<file path="config.mk">
export PLATFORM = sky130hd
export DESIGN_NAME = latch_write_arbiter
export DESIGN_NICKNAME = d
export VERILOG_FILES = /design/src/rtl/latch_ctrl_pkg.sv /design/src/rtl/rr_arb2.sv /design/src/rtl/latch_write_arbiter.sv
export SDC_FILE = /design/constraint.sdc
export NUM_CORES = 1
export LEC_CHECK = 0
export CAP_MARGIN = 20
export CELL_PAD_IN_SITES_DETAIL_PLACEMENT = 0
export CELL_PAD_IN_SITES_GLOBAL_PLACEMENT = 1
export CORE_MARGIN = 2
export CORE_UTILIZATION = 39
export CTS_BUF_LIST = sky130_fd_sc_hd__clkbuf_2 sky130_fd_sc_hd__clkbuf_4 sky130_fd_sc_hd__clkbuf_8
export DETAILED_ROUTE_END_ITERATION = 8
export GPL_ROUTABILITY_DRIVEN = 0
export PLACE_DENSITY = 0.85
export SYNTH_ARGS = -nofsm -noshare
export SYNTH_HDL_FRONTEND = slang
export SYNTH_SLANG_ARGS = --single-unit
</file>
<file path="constraint.sdc">
create_clock -name clk -period 2.42 [get_ports clk]
set_input_delay 0.484 -clock clk [delete_from_list [all_inputs] [get_ports clk]]
set_output_delay 0.484 -clock clk [all_outputs]
set_load 0.005 [all_outputs]
</file>
<file path="src/rtl/latch_ctrl_pkg.sv">
// Shared definitions for the latch write arbiter: FSM state encoding and
// default geometry of the latch bank and write pulse.
package latch_ctrl_pkg;

   localparam int DEF_WIDTH     = 4;
   localparam int DEF_PULSE_CYC = 1;

   typedef enum logic [1:0] {
      S_IDLE  = 2'd0,
      S_SETUP = 2'd1,
      S_PULSE = 2'd2,
      S_HOLD  = 2'd3
   } state_t;

endpackage

</file>
<file path="src/rtl/rr_arb2.sv">
// Two-way round-robin selector: on a tie the requester not granted last wins.
module rr_arb2 (
   input  logic       clk,
   input  logic       rst,
   input  logic [1:0] req,
   input  logic       upd,
   output logic [1:0] gnt
);

   logic r_last;

   always_comb begin
      gnt = req;
      if (req == 2'b11) gnt = r_last ? 2'b01 : 2'b10;
   end

   // Pointer resets to "1 granted last" so req0 wins the first tie.
   always_ff @(posedge clk or posedge rst) begin
      if (rst)      r_last <= 1'b1;
      else if (upd) r_last <= gnt[1];
   end

endmodule

</file>
<file path="src/rtl/latch_write_arbiter.sv">
// Arbitrates two writers onto a shared gated-latch bank: SETUP, an enable
// pulse of PULSE_CYC cycles, then HOLD with ack and a readback check.
module latch_write_arbiter
   import latch_ctrl_pkg::*;
#(
   parameter int WIDTH     = DEF_WIDTH,
   parameter int PULSE_CYC = DEF_PULSE_CYC
) (
   input  logic             clk,
   input  logic             rst,
   input  logic             req0,
   input  logic             req1,
   input  logic [WIDTH-1:0] data0,
   input  logic [WIDTH-1:0] data1,
   input  logic [WIDTH-1:0] q,
   output logic             lat_en,
   output logic [WIDTH-1:0] lat_d,
   output logic             ack0,
   output logic             ack1,
   output logic             wr_err,
   output logic             busy,
   output logic [7:0]       err_cnt
);

   state_t           r_state;
   logic [3:0]       r_cnt;
   logic [1:0]       r_block;
   logic             r_gsel;
   logic             r_lat_en;
   logic [WIDTH-1:0] r_lat_d;
   logic             r_ack0;
   logic             r_ack1;
   logic             r_wr_err;
   logic             r_busy;
   logic [7:0]       r_err_cnt;

   logic [1:0]       w_elig;
   logic [1:0]       w_gnt;
   logic             w_upd;

   // The requester just acked sits out exactly one IDLE cycle.
   assign w_elig = {req1, req0} & ~r_block;
   assign w_upd  = (r_state == S_IDLE) && (|w_gnt);

   rr_arb2 u_arb (
      .clk (clk),
      .rst (rst),
      .req (w_elig),
      .upd (w_upd),
      .gnt (w_gnt)
   );

   always_ff @(posedge clk or posedge rst) begin
      if (rst) begin
         r_state   <= S_IDLE;
         r_cnt     <= 4'd0;
         r_block   <= 2'b00;
         r_gsel    <= 1'b0;
         r_lat_en  <= 1'b0;
         r_lat_d   <= '0;
         r_ack0    <= 1'b0;
         r_ack1    <= 1'b0;
         r_wr_err  <= 1'b0;
         r_busy    <= 1'b0;
         r_err_cnt <= 8'd0;
      end else begin
         r_ack0   <= 1'b0;
         r_ack1   <= 1'b0;
         r_wr_err <= 1'b0;
         case (r_state)
            S_IDLE: begin
               r_block <= 2'b00;
               if (|w_gnt) begin
                  r_lat_d <= w_gnt[1] ? data1 : data0;
                  r_gsel  <= w_gnt[1];
                  r_busy  <= 1'b1;
                  r_state <= S_SETUP;
               end
            end
            S_SETUP: begin
               r_lat_en <= 1'b1;
               r_cnt    <= 4'(PULSE_CYC - 1);
               r_state  <= S_PULSE;
            end
            S_PULSE: begin
               if (r_cnt == 4'd0) begin
                  // Readback is sampled at the closing edge of the pulse so
                  // wr_err lines up with ack in HOLD.
                  r_lat_en <= 1'b0;
                  r_ack0   <= ~r_gsel;
                  r_ack1   <= r_gsel;
                  if (q != r_lat_d) begin
                     r_wr_err <= 1'b1;
                     if (r_err_cnt != 8'hFF) r_err_cnt <= r_err_cnt + 8'd1;
                  end
                  r_state <= S_HOLD;
               end else begin
                  r_cnt <= r_cnt - 4'd1;
               end
            end
            S_HOLD: begin
               r_block <= r_gsel ? 2'b10 : 2'b01;
               r_busy  <= 1'b0;
               r_state <= S_IDLE;
            end
            default: r_state <= S_IDLE;
         endcase
      end
   end

   assign lat_en  = r_lat_en;
   assign lat_d   = r_lat_d;
   assign ack0    = r_ack0;
   assign ack1    = r_ack1;
   assign wr_err  = r_wr_err;
   assign busy    = r_busy;
   assign err_cnt = r_err_cnt;

endmodule

</file>
Yosys cells after proc, flatten, opt, wreduce, memory -nomap -nowiden
Cells that the tools add are included.
- add/subtract/negate cells: 2
- eq/ne operators: 9
- mux-type cells: 21
- bitwise gates (word level): 3
- reductions and logical operators: 12
- operators with widths (kind ; number):
    2-bit two-way mux ; 5
    2-bit AND reduction ; 5
    1-bit two-way mux ; 9
    8-bit by 1-bit adder with 8-bit output (second input constant) ; 1
    4-bit two-way mux ; 2
    8-bit inequality test (second input constant) ; 1
    2-bit one-hot mux with 4 select lines ; 1
    4-bit one-hot mux with 2 select lines ; 1
    2-bit == test (second input constant) ; 3
    4-bit logical NOT ; 1
    2-bit inequality test (second input constant) ; 2
    4-bit inequality test ; 1
    1-bit one-hot mux with 2 select lines ; 2
    2-bit one-hot mux with 2 select lines ; 1
    4-bit AND reduction ; 1
    2-bit nonzero test ; 2
    4-bit by 1-bit subtractor with 4-bit output (second input constant) ; 1
    2-bit bitwise AND ; 1
    2-bit by 1-bit == test with 1-bit output (second input constant) ; 1
    2-bit logical NOT ; 1
    2-bit by 1-bit inequality test with 1-bit output (second input constant) ; 1
    2-bit inverter ; 1
    2-bit OR reduction ; 1
    1-bit logical AND ; 1
    1-bit inverter ; 1
- flip-flop bits (word level): 27
- input port bits: 16
- output and inout bits: 17

Longest topological paths before layout
Gate-level depths: netlist (run 1).
- depth in word-level cells: 7
- gate-level depth with buffers: 6
- mapped depth without buffers: 6

Hierarchy
A second synthesis (run 1) with hierarchy kept.
- cell total of the unflattened synthesis: 126
- area, all modules: 1365.1 um^2
- by module, submodules not included (module ; instances ; cells an instance ; area each (um^2) ; seq. area each (um^2)):
    latch_write_arbiter ; 1 ; 120 ; 1297.5 ; 650.6
    rr_arb2 ; 1 ; 6 ; 67.6 ; 26.3

Least setup slack after synthesis (run 1)
Ideal clock, no wire load.
- path type: register -> register
- start point: register r_state[0]
- end point: register r_err_cnt[6] (netlist: err_cnt[6])
- data arrival time: 1672 ps
- slack: 623 ps
- stages on the path, launching flop included: 7
- path buffers: 0
- clock period less this slack: 1797 ps
- cells stage by stage: dfrtp_1 > inv_1 > ha_1 > nand4bb_4 > a41o_4 > nor3_1 > mux2_2
- cells in the longest elaborated chain, start to end: 2
- RTL lines (item ; line ; RTL):
    start, declared ; latch_write_arbiter.sv:25 ; state_t r_state;
    start signal, assigned ; latch_write_arbiter.sv:55 ; r_state <= S_IDLE;
    start signal, assigned ; latch_write_arbiter.sv:77 ; r_state <= S_SETUP;
    start signal, assigned ; latch_write_arbiter.sv:83 ; r_state <= S_PULSE;
    2-bit == test ; latch_write_arbiter.sv:70 ; case (r_state)
    4-bit AND reduction (no source line) ; - ;
    end signal, assigned ; latch_write_arbiter.sv:94 ; if (r_err_cnt != 8'hFF) r_err_cnt <= r_err_cnt + 8'd1;
    end, declared ; latch_write_arbiter.sv:35 ; logic [7:0] r_err_cnt;
No other way between the ends.
A chain may end at the register's enable or synchronous reset.

Final worst setup path (run 1)
Ends and elaborated chain as after synthesis.

==> results of run 1 <==
==> layout by cell type (no fill, tap or decap), drive strengths merged, types with 2 or more instances in the layout <==
cell type and instances:
xor2 7, nor2b 2, clkbuf 3, nor2 6
o2bb2ai 2, mux2i 5, nand3 7, mux2 2
nor3 3, nor4 2, a22o 3, nand2b 4
nand2 12, inv 7, xnor2 4, o21ai 9
ha 7, dfrtp 26, clkdlybuf4s50 32
==> cell usage after synthesis, types with 2 or more instances <==
| cell type | number | share of area, % |
|---|---|---|
| sky130_fd_sc_hd__nand2b_1 | 4 | 1.9 |
| sky130_fd_sc_hd__xnor2_1 | 4 | 2.6 |
| sky130_fd_sc_hd__mux2_2 | 2 | 1.7 |
| sky130_fd_sc_hd__o21ai_0 | 9 | 3.3 |
| sky130_fd_sc_hd__nand2_1 | 12 | 3.3 |
| sky130_fd_sc_hd__o2bb2ai_1 | 2 | 1.3 |
| sky130_fd_sc_hd__nor4_1 | 2 | 0.93 |
| sky130_fd_sc_hd__dfrtp_1 | 26 | 48 |
| sky130_fd_sc_hd__mux2i_1 | 5 | 3.7 |
| sky130_fd_sc_hd__nor2b_1 | 2 | 0.93 |
| sky130_fd_sc_hd__xor2_1 | 7 | 4.5 |
| sky130_fd_sc_hd__nand3_1 | 7 | 2.6 |
| sky130_fd_sc_hd__nor2_1 | 6 | 1.7 |
| sky130_fd_sc_hd__inv_1 | 7 | 1.9 |
| sky130_fd_sc_hd__a22o_1 | 3 | 1.9 |
| sky130_fd_sc_hd__ha_1 | 7 | 6.5 |
| sky130_fd_sc_hd__nor3_1 | 3 | 1.1 |
==> worst max-delay path: stages, from the launching register on <==
cell and delay (ns):
sky130_fd_sc_hd__dfrtp_1 0.44, sky130_fd_sc_hd__inv_1 0.10, sky130_fd_sc_hd__ha_1 0.28, sky130_fd_sc_hd__nand4bb_4 0.17, sky130_fd_sc_hd__a41o_4 0.31, sky130_fd_sc_hd__nor3_1 0.21, sky130_fd_sc_hd__mux2_2 0.36
==> path summary, 6_finish.rpt <==
kind,from,slack (ns),endpoint,depth (start not counted)
max in group asynchronous,rst,1.62,u_arb.r_last,3
min in group clk,lat_en,0.51,lat_en,2
setup / recovery,r_state[0],0.49,err_cnt[6],6
hold / removal,rst,0.47,lat_en,3
setup reg to reg,r_state[0],0.49,err_cnt[6],6
hold reg to reg,lat_en,0.51,lat_en,2
==> power by group through the flow <==
stage | Clock, W | Sequential, W | Combinational [W]
after floorplan | 0 | 0.000789 | 0.000493
after global placement | 0 | 0.000799 | 0.000856
after detailed placement | 0 | 0.000810 | 0.000895
after CTS | 0.000206 | 0.000801 | 0.000897
after global routing | 0.000230 | 0.000829 | 0.000981
final | 0.000199 | 0.000798 | 0.000880
==> cell families after synthesis <==
group | after synthesis | share of synthesized area (%)
AND/OR/NAND/NOR | 44 | 18.8
flip-flops | 27 | 50.2
AO/OA/AOI/OAI | 18 | 9.74
XOR/XNOR | 11 | 7.14
buffers and inverters | 8 | 2.23
multiplexers | 7 | 5.38
adder cells (fa/ha/maj) | 7 | 6.49
==> metal layers <==
metal	up-vias	track usage, %
met5	-	0
met3	5	3.60
met2	32	24.7
li1	490	-
met1	502	19.3
met4	0	5.83
==> state kept, by name, summed over array words and instances, names as in the netlist <==
signal        cells
err_cnt           8
lat_d             4
r_cnt             4
r_block           2
r_state           2
ack0              1
ack1              1
busy              1
lat_en            1
r_gsel            1
u_arb.r_last      1
wr_err            1
==> stage by stage <==
stage	hold slack [ns]	setup WS [ns]	area, µm²	power [W]
3_3_place_gp	0.465	0.335	1730	0.00165
6_report	0.470	0.487	1760	0.00188
5_1_grt	0.495	0.328	1760	0.00204
2_1_floorplan	0.463	0.623	1350	0.00128
4_1_cts	0.499	0.464	1760	0.00190
3_5_place_dp	0.471	0.128	1730	0.00171
==> layout make-up <==
type,count,area share [%]
flip-flops and latches,27,38.5
multi-input cells,87,36.5
clock inverters,1,0.285
inverters,7,1.49
repair buffers,33,18.6
clock buffers,3,1.28
well taps,46,3.27
==> flow_metrics.tcl, run 1 <==
set metrics [dict create \
    drc 0 \
    worstSetupPathType "reg2reg" \
    multi_input_area_um2 642 \
    die-area_um2 3950 \
    rows 21 \
    top_signal_layer_used "met4" \
    warnings_from_yosys 0 \
    setup-violations-final 0 \
    switching_share_pct 36.2 \
    post_synth.cell_area_avg_um2 11.1 \
    synth_enable_flop_cells 0 \
    utilization_pct 52.7 \
    grtUsageTotal_pct 15.1 \
    p_int_w 0.00120 \
    cp.required_ns 2.66 \
    drv_slew 0 \
    outcome "completed" \
    p_leak_nw 0.775 \
    yosys_register_bits 27 \
    met2_wirelength_um 1250 \
    ir_worst_vdd_v 0.000359 \
    via_count_of_the_first_global_routing_pass 1042 \
    min-delay-path-class "in2async" \
    clock.fmax_mhz 517 \
    share_seq_of_total_power_pct 42.5 \
    areaGrowthSynthToFinish_pct 30.3 \
    endpoint_kind "flip-flop" \
    clock_latency_ns 0.33 \
    cts_tree "yes" \
    route.layer.met1.wl_um 1270 \
    cts-resized-gates 0 \
    finalClockSkew_ns 0.0149 \
    cts-buffers-inserted 3 \
    final.period_utilization_pct 79.9 \
    number_of_standard_cells_after_synthesis 122 \
    placeableCoreArea_um2 3340 \
    cts_htree_levels 1 \
    worst_slew_pin_slew_ns 1.01 \
    netlist_area_um2 1350 \
    initialDrtViolationCount 46 \
    p_per_area_nw_per_um2 1070 \
    combPwrFrac_pct 46.9 \
    yosys.cell_types.count 31 \
    placement.io_buffers 32 \
    grt_first_pass_wirelength_um 4790 \
    cts_setup_buffers 0 \
    met3WireLength_um 162 \
    p_sw_w 0.000679 \
    drt_pass1_iterations 4 \
    hold_buffers 0 \
    clk_pin_slew_worst_paths_ns 0.16 \
    crit_path_start_kind "flip-flop" \
    final_hold_viol_count 0 \
    postRouteWirelength_um 2720 \
    totalNegativeSetupSlack_ns 0 \
    rsz0062_at_grt "no" \
    initial_utilization_pct 40.4 \
    floorplan.die.width_um 62.8 \
    p_clk_share_pct 10.6 \
    die_y_um 62.8 \
    grt_overflow 0 \
    post-place-cells 200 \
    clock_tree.buffer_depth 2 \
    routed_wire_length_per_instance_um 13.3 \
    n_fill_cell 307 \
    drive_above_1_share_pct 7.59 \
    final_period_demand_of_the_worst_path_ns 1.93 \
    sequential_cell_area_um2 677 \
    timing.max_slew.rel_slack_pct 31.9 \
    dp_hpwl_um 2110 \
    drt.antenna.violating_nets 0 \
    cts-root-buf "sky130_fd_sc_hd__clkbuf_4" \
    finalNonFillerCells 204 \
    via_per_inst 5.04 \
    routed_vias 1029 \
    critPathArrivalTime_ns 2.17 \
    synth_sequential_area_ratio_pct 50.2 \
    timing.max_cap.violations 0 \
    grt_antenna_before_repair 0 \
    number_of_clock_sinks 27 \
    synth_async_sr_flop_share_pct 100 \
    synth_fp_nets 145 \
    synth_top_flop_cell "sky130_fd_sc_hd__dfrtp_1" \
    top_level_ports 33 \
    finalNetCount 182 \
    antenna-diode-count 0 \
    maximum_net_fanout_on_the_critical_path 8 \
    grt_start_max_net_pins 28 \
]
No activity file was read; power rests on OpenSTA's default activity.
==> run 2, diff against run 1 <==
==> constraint.sdc (replaced) <==
create_clock -name clk -period 1.8 [get_ports clk]
set_input_delay 0.36 -clock clk [delete_from_list [all_inputs] [get_ports clk]]
set_output_delay 0.36 -clock clk [all_outputs]
set_load 0.005 [all_outputs]
==> run 2 against run 1 <==
  * Critical path depth unchanged
  * Flip-flop and latch count did not move
  * Clock power increased by 33%
  * Combinational power up 49%
  * Highest routed layer unchanged
  * Register-to-register slack worse by 0.39 ns
  * Largest cell class is now multi-input combinational cells
  * Clock-buffer cell count is 1 higher
  * Fmax grew 14%
  * Cell area grew 6.4%
  * Critical endpoint unchanged
  * Power up 41%
  * First-iteration DRC count shrank 33%
  * Setup slack worse by 0.39 ns
==> flow_metrics.tcl, run 2 (synthesized netlist as in run 1, its figures left out) <==
set metrics [dict create \
    crit_path_start_kind "flip-flop" \
    setup-violations-final 0 \
    p_leak_nw 0.821 \
    cp.required_ns 2.01 \
    grt_start_max_net_pins 28 \
    die_y_um 62.8 \
    drc 0 \
    clk_pin_slew_worst_paths_ns 0.14 \
    final_period_demand_of_the_worst_path_ns 1.70 \
    reg2reg_slack_ns 0.10 \
    via_per_inst 4.67 \
    routed_vias 994 \
    critical_path.reg2reg.startpoint "r_state[0]" \
    p_clk_share_pct 10.0 \
    critPathArrivalTime_ns 1.91 \
    timing.max_cap.violations 0 \
    initial_utilization_pct 40.4 \
    p_per_area_nw_per_um2 1410 \
    rr_endpoint "err_cnt[6]" \
    final.period_utilization_pct 94.4 \
    grt_first_pass_wirelength_um 4410 \
    min-delay-path-class "in2async" \
    critPathLaunch "r_state[0]" \
    placement.io_buffers 32 \
    die-area_um2 3950 \
    worstSetupPathType "reg2reg" \
    clock_tree.buffer_depth 2 \
    postPlaceCellArea_um2 1790 \
    outcome "completed" \
    utilization_pct 56.1 \
    n_fill_cell 300 \
    p_int_w 0.00172 \
    cts_htree_levels 1 \
    crit_path_end "err_cnt[6]" \
    floorplan.die.width_um 62.8 \
    switching_share_pct 34.9 \
    drt.antenna.violating_nets 0 \
    max_ffs_per_register 8 \
    antenna-diode-count 0 \
    slowest_stage "sky130_fd_sc_hd__dfrtp_1" \
    rsz0062_at_grt "no" \
    maximum_net_fanout_on_the_critical_path 8 \
    rows 21 \
    worst_slew_pin_slew_ns 0.570 \
    drt_pass1_iterations 2 \
    clock.fmax_mhz 589 \
    worstRegToRegCells 6 \
    drv_slew 0 \
    endpoint_kind "flip-flop" \
    combPwrFrac_pct 49.6 \
    layout_common_cells "sky130_fd_sc_hd__clkdlybuf4s50_1 (32), sky130_fd_sc_hd__dfrtp_1 (26), sky130_fd_sc_hd__nand2_1 (12), sky130_fd_sc_hd__buf_4 (10), sky130_fd_sc_hd__o21ai_0 (9)" \
    power.total_w 0.00264 \
    number_of_clock_sinks 27 \
    dp_hpwl_um 1990 \
    postRouteWirelength_um 2560 \
    grt_overflow 0 \
    grt_antenna_before_repair 0 \
    finalClockSkew_ns 0.0107 \
    cts-root-buf "sky130_fd_sc_hd__clkbuf_4" \
    routed_wire_length_per_instance_um 12.0 \
    areaGrowthSynthToFinish_pct 38.7 \
    share_seq_of_total_power_pct 40.3 \
    drive_above_1_share_pct 17.4 \
    clock_latency_ns 0.31 \
    max_stage_delay_ns 0.41 \
    layout_commonest_cell "sky130_fd_sc_hd__clkdlybuf4s50_1" \
    finalNetCount 191 \
    placeableCoreArea_um2 3340 \
    ir_worst_vdd_v 0.000476 \
    via_count_of_the_first_global_routing_pass 987 \
    p_sw_w 0.000920 \
    top_level_ports 33 \
    final_hold_viol_count 0 \
    timing.critical_path.cells "inv_2, ha_4, nand4bb_4, a41o_4, nor3_2, mux2_2" \
    initialDrtViolationCount 31 \
    cts_tree "yes" \
    timing.max_slew.rel_slack_pct 61.6 \
    finalInstanceArea_um2 1870 \
    grtUsageTotal_pct 13.9 \
    cts-buffers-inserted 3 \
]
run 2: how the worst min path moves through the flow:
| stage | to | slack [ns] |
|---|---|---|
| final | lat_d[2] | 0.39 |
| after global routing | r_state[0] | 0.43 |
| after CTS | lat_en | 0.39 |
| after detailed placement | lat_en | 0.47 |
| after global placement | lat_en | 0.46 |
| after floorplan | ack0 | 0.41 |
run 2: repair_timing:
| item | in CTS | in global routing |
|---|---|---|
| gates cloned | 0 | 0 |
| pin swaps | 0 | 0 |
| buffers inserted | 0 | 1 |
| hold buffers | 0 | 0 |
| endpoints found under the setup margin | 1 | 6 |
| gates resized for setup | 2 | 8 |
run 2: critical path: cells and delay by family (launching register included):
kind,cells,cell delay [ns]
buf+inv,1,0.08
mux,1,0.35
fa+ha+maj,1,0.15
compound gates,1,0.30
simple gates,2,0.30
flops,1,0.41
run 2: area by class of cell:
type | instances | area (µm²) | share of cell area (%)
Multi-Input combinational cell | 87 | 684 | 36.6
Sequential cell | 27 | 677 | 36.2
Timing Repair Buffer | 42 | 395 | 21.1
Tap cell | 46 | 57.6 | 3.08
Clock buffer | 4 | 30.0 | 1.61
Inverter | 7 | 26.3 | 1.40
run 2: power by group through the flow:
stage               sequential, W  combinational, W  clock, W
floorplan                 0.00106          0.000663         0
global placement          0.00106           0.00126         0
detailed placement        0.00108           0.00129         0
CTS                       0.00106           0.00130  0.000282
global route              0.00111           0.00146  0.000313
finish                    0.00106           0.00131  0.000265
run 2: layer usage:
layer	track usage [%]	vias to the layer above	part of all wire [%]
met4	4.17	0	0.78
met2	22.6	22	45
met5	0	-	0
li1	-	513	-
met3	3.42	2	4.9
met1	18.4	457	49
run 2: per-stage QoR:
step	setup TNS, ns	worst slack (ns)	hold slack [ns]	cells
final	0	0.101	0.390	213
after detailed placement	-0.559	-0.136	0.468	208
after CTS	0	0.00144	0.390	212
after global routing	0	0.0151	0.426	213
after floorplan	0	0.00332	0.412	122
after global placement	-0.346	-0.104	0.463	208
==> edit 1: new RTL, flow settings as in run 2 <==
Re-encode `state_t` (4 states) as one-hot, 4 bits wide.
--- a/src/rtl/latch_ctrl_pkg.sv
+++ b/src/rtl/latch_ctrl_pkg.sv
@@ -7,7 +7,7 @@
 
-   typedef enum logic [1:0] {
-      S_IDLE  = 2'd0,
-      S_SETUP = 2'd1,
-      S_PULSE = 2'd2,
-      S_HOLD  = 2'd3
+   typedef enum logic [3:0] {
+      S_IDLE  = 4'b0001,
+      S_SETUP = 4'b0010,
+      S_PULSE = 4'b0100,
+      S_HOLD  = 4'b1000
    } state_t;
Formal check against the unedited RTL: no difference found for any inputs over 10 cycles, from zero or initial values and one cycle with rst high; not proved beyond that.
==> edit 1 against run 2 <==
Synthesized area is 2.4% higher; global-route usage increased by 2.8 points; power is 11% lower; clock power rose by 57%; setup slack worse by 17 ps; sequential cell count up 2; synthesized cell count is 2.5% higher; final area rose by 2.7%; largest power group is now registers; wire length increased by 16%.
==> edit 1: results (changes against run 2) <==
metric;value;unit;change
outcome;finished, final reports clean;;
wl_per_cell;13.4;um;+11%
cp.arrival;1930;ps;+20 ps
grt_pass1_vias;1172;;+19%
final_nets;194;;+1.6%
via_count;1116;;+12%
seq_share;0.379;;+0.0170
nMultiInputCombCells;89;;+2.3%
p_leak;0.889;nW;+8.3%
max_stage_delay;390;ps;-20 ps
grt_pass1_wl;5340;um;+21%
ys_ff_latch;29;;+7.4%
dpl.hpwl;2250;um;+13%
synth_common_cells;dfrtp_1 (27), nand2_1 (12), xor2_1 (12);;
synth_area_leaders;dfrtp_1 (49%), xor2_1 (7.6%), o21ai_0 (4.0%), dfstp_2 (3.8%), nand2_1 (3.3%);;
ys_seq_area_frac;0.527;;+0.0253
max_slew_margin;0.616;;about the same
drt-pass1-iter-count;4;;+2
dr.first_iter.drc_count;35;;+13%
synth_nets;144;;-0.69%
cts_inserted_buffers;5;;+2
path_clk_slew;100;ps;-40 ps
hold_slack;400;ps;+9.63 ps
final_layout_size_suffix_gt1_frac;0.153;;-0.0202
ir_drop;687;uV;+44%
clock_power;0.000416;W;+57%
powerDensity;1220;mW/mm^2;-13%
r2r_slack;80;ps;-20 ps
worstPathMaxFanout;6;;-2
grt_max_degree;30;;+7.1%
place_ws;-158;ps;-21.6 ps
place_area;0.00185;mm^2;+3.1%
## edit 1: cell count changes in the layout (fill, tap and decap cells not counted), moves of 3 or more
cell,run 2,this run
clkbuf_4,4,8
inv_1,4,7
inv_2,3,0
xnor2_1,4,0
xor2_1,7,12
## edit 1: metrics by stage
| stage | setup TNS [ps] | utilization |
|---|---|---|
| 6_report | 0 | 0.571 |
| 5_1_grt | -69.6 | 0.571 |
| 4_1_cts | 0 | 0.567 |
| 3_5_place_dp | -1360 | 0.549 |
| 3_3_place_gp | -663 | 0.549 |
| 2_1_floorplan | 0 | - |
## edit 1: worst paths after layout
check / start / end / cells past startpoint
setup reg to reg: r_cnt[1] / err_cnt[1] / 7
setup / recovery: r_cnt[1] / err_cnt[1] / 7
hold / removal: rst / err_cnt[1] / 3
max in group asynchronous: rst / r_state[0] / 3
hold reg to reg: r_gsel / ack0 / 1
min in group clk: r_gsel / ack0 / 1
## edit 1: layer usage
layer / track usage / wire length, um
met4: 0.0571 / 42
met2: 0.297 / 1500
met1: 0.199 / 1300
met5: 0 / 0
met3: 0.0339 / 119
## edit 1: cell families after synthesis
| family | after synthesis | synth area share |
|---|---|---|
| xor+xnor | 12 | 0.0761 |
| mux | 6 | 0.0453 |
| buf+inv | 7 | 0.0190 |
| fa+ha+maj | 3 | 0.0272 |
| flops | 29 | 0.527 |
| simple gates | 49 | 0.210 |
| compound gates | 19 | 0.0951 |
## edit 1: worst register-to-register path: cells and delay by family (launching register included)
kind,cells,cell delay (ps)
flip-flops,1,390
AND/OR/NAND/NOR,2,360
multiplexers,1,340
buffers and inverters,2,250
adder cells (fa/ha/maj),1,180
AO/OA/AOI/OAI,1,90
## edit 1: what timing repair did
action                     CTS  global route
hold endpoints to repair     0             0
resized for setup            0             2
hold buffers                 0             0
setup endpoints to repair    0             3
==> edit 2: new RTL, flow settings as in run 2 <==
Made on the original files. Change the package constant `DEF_WIDTH` from 4 to 3.
--- a/src/rtl/latch_ctrl_pkg.sv
+++ b/src/rtl/latch_ctrl_pkg.sv
@@ -4,3 +4,3 @@
 
-   localparam int DEF_WIDTH     = 4;
+   localparam int DEF_WIDTH     = 3;
    localparam int DEF_PULSE_CYC = 1;
Ports: changed (resized data0, data1, lat_d and q); port bits go from 33 to 29. The function was not compared with the original's and may differ.
==> edit 2 against run 2 <==
The flow now finishes with violations (negative setup slack); via count is 8.5% higher; final area increased by 1.6%; fmax down 15%; synthesized area down 7.1%; count of clock-buffer cells in the layout is the same; power grew 5.3%; setup slack worse by 300 ps; wire length grew 9.1%; critical path depth did not move; clock power rose by 9.4%; sequential cell count shrank 1.
==> edit 2: results (changes against run 2) <==
metric;value;unit;change
grt_max_degree;27;;-3.6%
ir_drop;941;uV;+98%
p_leak;0.868;nW;+5.7%
layout_setup_ws;-200;ps;-301 ps
r2r-start;r_cnt[0];;
dpl.hpwl;1990;um;+0.17%
synth_common_cells;dfrtp_1 (25), nand2_1 (12), inv_1 (8), nand3_1 (8);;
final_nets;194;;+1.6%
outcome;complete, but fails checks;;
worst_pin_slew;690;ps;+120 ps
avgSynthCellArea;10.7;um^2;-3.1%
ys_seq_area_frac;0.520;;+0.0181
place_ws;-252;ps;-116 ps
fin_skew;4.38;ps;-6.34 ps
wl_per_cell;12.9;um;+7.1%
viasPerCell;4.97;;+6.5%
dpl.cell_count;206;;-0.96%
use_met2;0.272;;+0.0461
r2r_slack;-200;ps;-300 ps
grt_use_met1;0.188;;+0.00388
port_buffers;28;;-13%
grt_pass1_wl;4260;um;-3.3%
reg2reg_to;err_cnt[1];;
grt_pass1_vias;1027;;+4.1%
grt_usage;0.155;;+0.0155
synth_area_leaders;dfrtp_1 (50%), ha_1 (7.0%), xor2_1 (4.2%), nand2_1 (3.6%), mux2i_1 (3.2%);;
met3_usage;0.0490;;+0.0148
violations;negative setup slack;;
drt-pass1-iter-count;4;;+2
setup_viol;10;;+10
synth_nets;137;;-5.5%
-- edit 2: cell count changes in the layout (fill, tap and decap cells not counted), sizes merged, moves of 2 or more --
cell                  run 2  this run
nand2b                    4         2
buf                      10        24
a31oi                     0         2
clkdlybuf4s50            32        28
-- edit 2: worst max path at each step --
stage,to,slack (ps),cells past startpoint
CTS,err_cnt[1],-210,6
detailed placement,err_cnt[5],-250,5
finish,err_cnt[1],-200,6
floorplan,err_cnt[6],-140,6
global route,err_cnt[6],-260,6
global placement,err_cnt[6],-200,5
-- edit 2: cells by family after synthesis --
family	after synthesis	synth area share
compound gates	19	0.104
xor+xnor	9	0.0629
fa+ha+maj	7	0.0699
buf+inv	8	0.0240
flops	26	0.520
mux	7	0.0589
simple gates	41	0.161
-- edit 2: metrics by stage --
stage	utilization	total power [W]	setup TNS (ps)	area (um^2)
finish	0.623	0.00278	-1160	1900
global route	0.623	0.00298	-1960	1900
CTS	0.588	0.00268	-1360	1790
detailed placement	0.563	0.00235	-1280	1720
global placement	0.563	0.00231	-927	1720
floorplan	-	0.00169	-358	1260
-- edit 2: worst max-delay path, cell delays in order (launching register included) --
cell	delay (ps)
dfrtp_1	410
inv_2	90
ha_4	130
or3b_4	380
a311o_2	420
nor2_4	170
mux2_4	310
-- edit 2: what timing repair did --
action	CTS	global route
buffers inserted	2	5
resized for setup	8	14
pin swaps	2	7
endpoints found under the setup margin	10	10
-- edit 2: area by class of cell --
cell class,instances,area (um^2)
fillers,257,1150
multi-input cells,83,656
flip-flops and latches,26,652
repair buffers,52,472
well taps,44,55.1
clock buffers,4,36.3
inverters,8,30.0
-- edit 2: report_power, final --
part | switching (W) | leakage, nW | internal, W
combinational | 0.000624 | 0.527 | 0.000815
clock | 0.000166 | 0.0210 | 0.000124
sequential | 0.000223 | 0.319 | 0.000827
total | 0.00101 | 0.868 | 0.00177
-- edit 2: metal layers --
layer,up-vias,share of wire
li1,525,-
met3,2,0.048
met2,29,0.53
met1,522,0.42
met4,0,0.0061
met5,-,0
